**config.mk**
```make
export PLATFORM = sky130hd
export DESIGN_NAME = reg_bus_csr_responder
export DESIGN_NICKNAME = d
export VERILOG_FILES = /design/src/rtl/reg_bus_csr_responder_pkg.sv /design/src/rtl/reg_bus_csr_responder_counter.sv /design/src/rtl/reg_bus_csr_responder.sv
export SDC_FILE = /design/constraint.sdc
export NUM_CORES = 1
export LEC_CHECK = 0
export ABC_AREA = 1
export ABC_CLOCK_PERIOD_IN_PS = 2700
export CAP_MARGIN = 10
export CORE_UTILIZATION = 45
export DETAILED_ROUTE_END_ITERATION = 12
export PLACE_DENSITY = 0.68
export SYNTH_ARGS = -nofsm -noshare
export SYNTH_HDL_FRONTEND = slang
export SYNTH_SLANG_ARGS = --single-unit
```
**constraint.sdc**
```tcl
create_clock -name clk -period 2.7 [get_ports clk]
set_input_delay 0.54 -clock clk [delete_from_list [all_inputs] [get_ports clk]]
set_output_delay 0.54 -clock clk [all_outputs]
set_load 0.05 [all_outputs]
```
**src/rtl/reg_bus_csr_responder_pkg.sv**
```systemverilog
// Shared register-bus types, CSR offsets and the offset decoder for component CSR blocks.
package reg_bus_csr_responder_pkg;

  typedef logic [31:0] reg_data_t;

  localparam logic [7:0] CSR_CFG_BASE  = 8'h00;
  localparam logic [7:0] CSR_CTR_BASE  = 8'h40;
  localparam logic [7:0] CSR_CTR_CLEAR = 8'h80;
  localparam logic [7:0] CSR_CTR_EN    = 8'h84;
  localparam logic [7:0] CSR_COMP_ID   = 8'h88;

  typedef enum logic [2:0] {
    CSR_NONE,
    CSR_CFG,
    CSR_CTR_LSB,
    CSR_CTR_MSB,
    CSR_CLEAR,
    CSR_EN,
    CSR_ID
  } csr_kind_e;

  typedef struct packed {
    csr_kind_e  kind;
    logic [3:0] idx;
  } csr_dec_t;

  // Index range checks are left to the caller since they depend on its parameters.
  function automatic csr_dec_t csr_decode(input logic [7:0] addr);
    csr_dec_t d;
    d.kind = CSR_NONE;
    d.idx  = addr[5:2];
    if (addr[7:6] == CSR_CFG_BASE[7:6]) begin
      d.kind = CSR_CFG;
    end else if (addr[7:6] == CSR_CTR_BASE[7:6]) begin
      d.kind = addr[2] ? CSR_CTR_MSB : CSR_CTR_LSB;
      d.idx  = {1'b0, addr[5:3]};
    end else if (addr[7:2] == CSR_CTR_CLEAR[7:2]) begin
      d.kind = CSR_CLEAR;
    end else if (addr[7:2] == CSR_CTR_EN[7:2]) begin
      d.kind = CSR_EN;
    end else if (addr[7:2] == CSR_COMP_ID[7:2]) begin
      d.kind = CSR_ID;
    end
    return d;
  endfunction

endpackage

```
**src/rtl/reg_bus_csr_responder_counter.sv**
```systemverilog
// 64-bit wrapping event counter; clear has priority over a same-cycle increment.
module csr_counter64 (
  input  logic        clk,
  input  logic        rst,
  input  logic        en,
  input  logic        clr,
  input  logic        inc,
  output logic [63:0] value
);

  logic [63:0] cnt_q;

  always_ff @(posedge clk) begin
    if (rst) begin
      cnt_q <= '0;
    end else if (clr) begin
      cnt_q <= '0;
    end else if (en && inc) begin
      cnt_q <= cnt_q + 64'd1;
    end
  end

  assign value = cnt_q;

endmodule

```
**src/rtl/reg_bus_csr_responder.sv**
```systemverilog
// Component-side CSR responder: config registers, event counters with atomic LSB/MSB reads,
// and a fixed two-cycle read pipeline.
module reg_bus_csr_responder
  import reg_bus_csr_responder_pkg::*;
#(
  parameter int COMP_ID = 1,
  parameter int N_CFG   = 8,
  parameter int N_CTR   = 4
) (
  input  logic               clk,
  input  logic               rst,
  input  logic               reg_bus_wvalid,
  input  logic [15:0]        reg_bus_waddr,
  input  logic [31:0]        reg_bus_wdata,
  input  logic               reg_bus_arvalid,
  input  logic [15:0]        reg_bus_araddr,
  output logic               reg_bus_rvalid,
  output reg_data_t          reg_bus_rdata,
  output logic [N_CFG*32-1:0] cfg_out,
  input  logic [N_CTR-1:0]   evt_inc
);

  csr_dec_t         wdec;
  csr_dec_t         rdec;
  logic [31:0]      cfg_q [N_CFG];
  logic [63:0]      ctr_val [N_CTR];
  logic [N_CTR-1:0] en_q;
  logic [N_CTR-1:0] clr_mask;
  logic [31:0]      shadow_q;
  logic [31:0]      shadow_nxt;
  reg_data_t        rd_val;
  logic             s1_vld;
  reg_data_t        s1_dat;
  logic             unused_addr_hi;

  assign unused_addr_hi = ^{reg_bus_waddr[15:8], reg_bus_araddr[15:8]};

  assign wdec     = csr_decode(reg_bus_waddr[7:0]);
  assign rdec     = csr_decode(reg_bus_araddr[7:0]);
  assign clr_mask = (reg_bus_wvalid && wdec.kind == CSR_CLEAR) ? reg_bus_wdata[N_CTR-1:0] : '0;

  always_ff @(posedge clk) begin
    if (rst) begin
      for (int i = 0; i < N_CFG; i++) cfg_q[i] <= '0;
      en_q <= '1;
    end else if (reg_bus_wvalid) begin
      for (int i = 0; i < N_CFG; i++) begin
        if (wdec.kind == CSR_CFG && wdec.idx == 4'(i)) cfg_q[i] <= reg_bus_wdata;
      end
      if (wdec.kind == CSR_EN) en_q <= reg_bus_wdata[N_CTR-1:0];
    end
  end

  always_comb begin
    cfg_out = '0;
    for (int i = 0; i < N_CFG; i++) cfg_out[i*32 +: 32] = cfg_q[i];
  end

  for (genvar k = 0; k < N_CTR; k++) begin : g_ctr
    csr_counter64 u_ctr (
      .clk   (clk),
      .rst   (rst),
      .en    (en_q[k]),
      .clr   (clr_mask[k]),
      .inc   (evt_inc[k]),
      .value (ctr_val[k])
    );
  end

  // An LSB read latches the matching upper half so the following MSB read is coherent.
  always_comb begin
    rd_val     = '0;
    shadow_nxt = shadow_q;
    case (rdec.kind)
      CSR_CFG: begin
        for (int i = 0; i < N_CFG; i++) begin
          if (rdec.idx == 4'(i)) rd_val = cfg_q[i];
        end
      end
      CSR_CTR_LSB: begin
        for (int k = 0; k < N_CTR; k++) begin
          if (rdec.idx == 4'(k)) begin
            rd_val = ctr_val[k][31:0];
            if (reg_bus_arvalid) shadow_nxt = ctr_val[k][63:32];
          end
        end
      end
      CSR_CTR_MSB: begin
        for (int k = 0; k < N_CTR; k++) begin
          if (rdec.idx == 4'(k)) rd_val = shadow_q;
        end
      end
      CSR_EN:  rd_val = 32'(en_q);
      CSR_ID:  rd_val = 32'(COMP_ID);
      default: rd_val = '0;
    endcase
  end

  always_ff @(posedge clk) begin
    if (rst) begin
      shadow_q       <= '0;
      s1_vld         <= 1'b0;
      s1_dat         <= '0;
      reg_bus_rvalid <= 1'b0;
      reg_bus_rdata  <= '0;
    end else begin
      shadow_q       <= shadow_nxt;
      s1_vld         <= reg_bus_arvalid;
      s1_dat         <= rd_val;
      reg_bus_rvalid <= s1_vld;
      if (s1_vld) reg_bus_rdata <= s1_dat;
    end
  end

endmodule
```
## Word level (Yosys, flattened, before mapping)

Memories as Yosys holds them, arrays and structs flattened.
Cells that the tools add are included.

| cells by class | value |
|---|---|
| add/subtract/negate cells | 4 |
| equality and inequality tests | 30 |
| multiplexer cells | 84 |
| bitwise operators | 8 |
| reduce and logical (&&, ||, !) cells | 22 |

Operator list:

| kind | count |
|---|---|
| 32-bit two-way mux | 32 |
| 64-bit by 1-bit adder with 64-bit output, second input constant | 4 |
| 32-bit case mux with 5 select lines | 1 |
| 6-bit == test, second input constant | 6 |
| 1-bit two-way mux | 36 |
| 4-bit by 3-bit == test with 1-bit output, second input constant | 8 |
| 3-bit two-way mux | 10 |
| 4-bit two-way mux | 5 |
| 4-bit by 2-bit == test with 1-bit output, second input constant | 4 |
| 1-bit logical AND | 13 |
| 3-bit == test, second input constant | 4 |
| 4-bit by 1-bit == test with 1-bit output, second input constant | 2 |
| 4-bit zero test | 2 |
| 1-bit OR | 8 |
| 2-bit OR reduction | 4 |
| 3-bit by 1-bit == test with 1-bit output, second input constant | 2 |
| 3-bit by 2-bit == test with 1-bit output, second input constant | 2 |
| 2-bit by 1-bit == test with 1-bit output, second input constant | 2 |
| 2-bit zero test | 2 |
| 2-bit AND reduction | 1 |

| word-level totals | value |
|---|---|
| bits in registers | 358 |
| memory bits (writable) | 256 |
| word-level logic and storage cells | 159 |
| memories | 1 |

Memory list:

| name | words | bits a word | read ports | clocked after Yosys merged registers in | wr ports | line | text |
|---|---|---|---|---|---|---|---|
| cfg_q | 8 | 32 | 8 | 0 | 8 | reg_bus_csr_responder.sv:25 | `logic [31:0] cfg_q [N_CFG];` |

## Logic depth before layout (Yosys ltp)

| logic depth | value |
|---|---|
| depth in word-level cells | 13 |
| depth in mapped cells | 15 |

## Cells and area by module

A second synthesis with hierarchy kept.

| unflattened totals | value |
|---|---|
| cells, all modules | 4594 |
| area total of the unflattened synthesis | 32379.8 µm² |

By module, submodules not included:

| module | instances | cells an instance | area an instance (µm²) |
|---|---|---|---|
| reg_bus_csr_responder | 1 | 2166 | 17590.6 |
| csr_counter64 | 4 | 607 | 3697.3 |

## Worst setup path after synthesis

Ideal clock, no wire load.

| timing path | value |
|---|---|
| path kind | input port to flip-flop |
| start | in reg_bus_waddr[6] |
| end | mem cfg_q[0][0], enable pin |
| arrival | 2.447 ns |
| required time | 2.311 ns |
| path slack | -0.136 ns |
| stages | 12 |
| path buffers | 1 |
| cells stage by stage | inv_1 > or2_4 > o21ai_1 > inv_1 > nor2_1 > inv_1 > nor2_2 > inv_1 > nor3_1 > inv_2 > buf_6 > nand2_1 |

RTL lines:

| item | line | text |
|---|---|---|
| start, declared | reg_bus_csr_responder.sv:13 | `input logic [15:0] reg_bus_waddr,` |
| end, declared | reg_bus_csr_responder.sv:25 |  |

==> key figures <==
CTS
  – Setup Fix Bufs, Post-CTS: 0
  – CTS tree: done
  – CTS resizes: 0
  – Clock Tree Buf Depth: 3
  – Clk_lat worst skew: 660 ps
  – H-tree Lvls: 3
  – Cts-stage hold buffer count: 0
  – CTS Root Cell: clkbuf_16
  – Total CTS buffers: 71
  – Worst-path clk slew: about 60 ps
  – Clk sinks: 614

Min path
  – Worst Hold Class: in2reg
  – Hold-critical path endpoint: s1_vld
  – Hold Crit Depth: 2
  – Worst Hold Launch: rst

Finish
  – Fraction of layout cells with a size suffix above 1: 9.837%
  – Fillers: 6,776
  – Fin nets: 5,165
  – Area occupied by multi-input gates: 0.01559 mm2
  – Register area: around 0.015 mm2
  – Area Overhead vs Synth: 26.31%

Synthesis
  – Synth Area in Adders: less than 1%
  – Largest family of logic cells by synthesized area: simple AND/OR/NAND/NOR gates
  – Sequential area share after synthesis: 44.72%
  – Synth Area in Compound Gates: 8.852%
  – Number of synthesized flops with an enable pin: 256
  – Mean post-synth cell area: 7.232 um2
  – Most common flop cell mapped by yosys: dfxtp_1
  – Post-synthesis mux area share: 0%
  – Seq cells post-synth: 614
  – Asr flop ratio synth: 0%
  – Mapped Area: between 0.03 and 0.04 mm2
  – Simple-Gate Fraction of Synth Area: 33.69%
  – Synthesized Nets: 4,669
  – Synth Area in XOR/XNOR: 4.087%
  – Ys Warns: 0
  – Netlist cell types: 50
  – Cell count after synthesis: 4,593

Global routing
  – Largest net degree at the start of global routing: 63
  – Vias in the first global route: 32,460
  – Global-route wire length before repair: 207.8 mm
  – Initial antenna violation count: 10
  – Gr ovfl total: 0
  – Global Route Usage Sum: 37.58%

Critical path
  – R2R setup slack: 240 ps
  – CP top delay family: buffers and inverters
  – CP Capture Type: output pin
  – Critical Path Slowest Stage Cell: clkdlybuf4s50_1
  – Crit-path max FO: 2
  – Critical R2R Launch: g_ctr[2].u_ctr.value[5]
  – Critical Path RT: 2160 ps
  – R2R cell count: 10
  – WS Path Type: reg2out
  – Worst EP arrival: approximately 2100 ps
  – Setup crit start kind: flip-flop
  – CP cell instances: clkdlybuf4s50_1
  – R2R Path End: g_ctr[2].u_ctr.value[35]
  – Crit path buffers/inverters: 1
  – Slowest stage delay, CP: 880 ps

Die
  – Num ports: about 360
  – Std-Cell Rows: 99
  – Die height: between 200 and 300 um
  – Core Region: 0.07296 mm2
  – Initial Util: 45.53%
  – Die width: 273.7 um
  – Die footprint: 0.07490 mm2

Power
  – Peak supply drop: ~530 uV
  – P_leak: 15.68 nW
  – PwrDens: 561.4 mW/mm2
  – Power after layout: 23.55 mW

Flow run
  – Max-cap violations: 0

Placed design
  – Post-DP HPWL: between 100 and 150 mm
  – Placer congestion estimate: 1.064
  – Buffers added on ports: 340

Detailed routing
  – Vias per cell: approximately 5.6
  – DR iter-0 viols: 4,270
  – DR vias: 34,480
  – DRT Pass-1 Iters: 6
  – # DRC: 0
  – ANT nets after route: 0
  – Routed len/inst: 23.54 um
  – Total wire length: roughly 140 mm

STA
  – Final Setup Violations: 0
  – Clock Skew: 31.13 ps
  – Max-slew violations: 0
  – Setup TNS: 0 ps
  – Minimum clock period: 2598 ps
  – Worst-Margin Slew: 794.7 ps
  – Fmax: 0.3849 GHz
  – Hold Fails Final Rpt: 0
  – Slew headroom: 46.85%
  – RSZ-0062 raised after global routing: no
  – Worst hold slack: around 320 ps
  – Tcrit/Tclk final: 96.21%

Run status
  – Status: completed
==> per-stage QoR <==
stage                     setup slack (ps)  area, um2  std cells  utilization, %
final                                102.2      41960       6107           57.51
after global routing                 82.30      41950       6104           57.50
after CTS                            125.8      41950       6103           57.49
after detailed placement            -219.5      39640       5975           54.33
after global placement              -212.5      39640       5975           54.33
after floorplan                      171.0      33230       4593               -
==> metal layers <==
metal  global-route usage [%]  vias to the layer above  wire, um  share of wire, %
li1                         -                    15970         -                 -
met1                    46.22                    15990     53670                37
met2                    59.84                     2102     64290                45
met3                    11.00                      409     17370                12
met4                    18.70                       16      8318               5.8
met5                        0                        -       113             0.079
==> state kept, by name, indices dropped and copies added, names as in the netlist <==
signal	count
shadow_q	32
s1_dat	32
cfg_q	256
reg_bus_rvalid	1
g_ctr.u_ctr.value	256
en_q	4
s1_vld	1
reg_bus_rdata	32
==> cell families (layout without fill, tap and decap cells) <==
group / count (synthesis) / count (layout)
buffers and inverters: 717 / 1268
AND/OR/NAND/NOR: 2554 / 2554
other: 0 / 4
AO/OA/AOI/OAI: 549 / 549
XOR/XNOR: 155 / 155
flip-flops: 614 / 614
adder cells (fa/ha/maj): 4 / 4
==> cells in the mapped netlist (94+ instances only) <==
cell type	number	share of area [%]
nand3_1	338	5.1
nor3_1	134	2.0
xor2_1	112	3.0
o21ai_0	99	1.5
edfxtp_1	256	23
nand4_1	155	2.9
clkbuf_1	94	1.1
dfxtp_1	358	22
nor2_1	806	9.1
a21oi_1	336	5.1
inv_1	508	5.7
nand2_1	986	11
==> placed cells by master, fill, tap and decap left out, types with 112 or more instances in the layout <==
master	count
a21oi_1	336
nor2_1	805
dfxtp_1	358
nor3_1	134
nand2_1	978
buf_4	230
xor2_1	112
clkdlybuf4s50_1	337
nand3_1	338
inv_1	508
edfxtp_1	256
nand4_1	155
==> cell type report <==
| class | instances | share of cell area (%) |
|---|---|---|
| clock buffer | 99 | 4.748 |
| tap | 959 | 2.860 |
| sequential | 614 | 35.40 |
| clock inverter | 29 | 0.7426 |
| multi-input combinational | 3262 | 37.15 |
| inverter | 527 | 4.721 |
| timing repair buffer | 613 | 14.35 |
| antenna | 4 | 0.02386 |
==> how the worst max path moves through the flow <==
stage / slack (ps) / to / start / depth (start not counted)
detailed placement: -220 / cfg_q[0][10] / reg_bus_waddr[7] / 12
global route: 80 / cfg_out[230] / cfg_q[1][102] / 1
global placement: -210 / cfg_q[0][15] / reg_bus_waddr[7] / 12
floorplan: 170 / cfg_q[0][0] / reg_bus_waddr[6] / 12
finish: 100 / cfg_out[230] / cfg_q[1][102] / 1
CTS: 130 / cfg_out[230] / cfg_q[1][102] / 1
==> power breakdown <==
group	internal, mW	leakage (nW)	switching, mW
clock network	5.42	1.13	4.29
registers	10.0	5.34	0.294
logic	1.07	9.22	2.48
No activity file was read; power rests on OpenSTA's default activity.
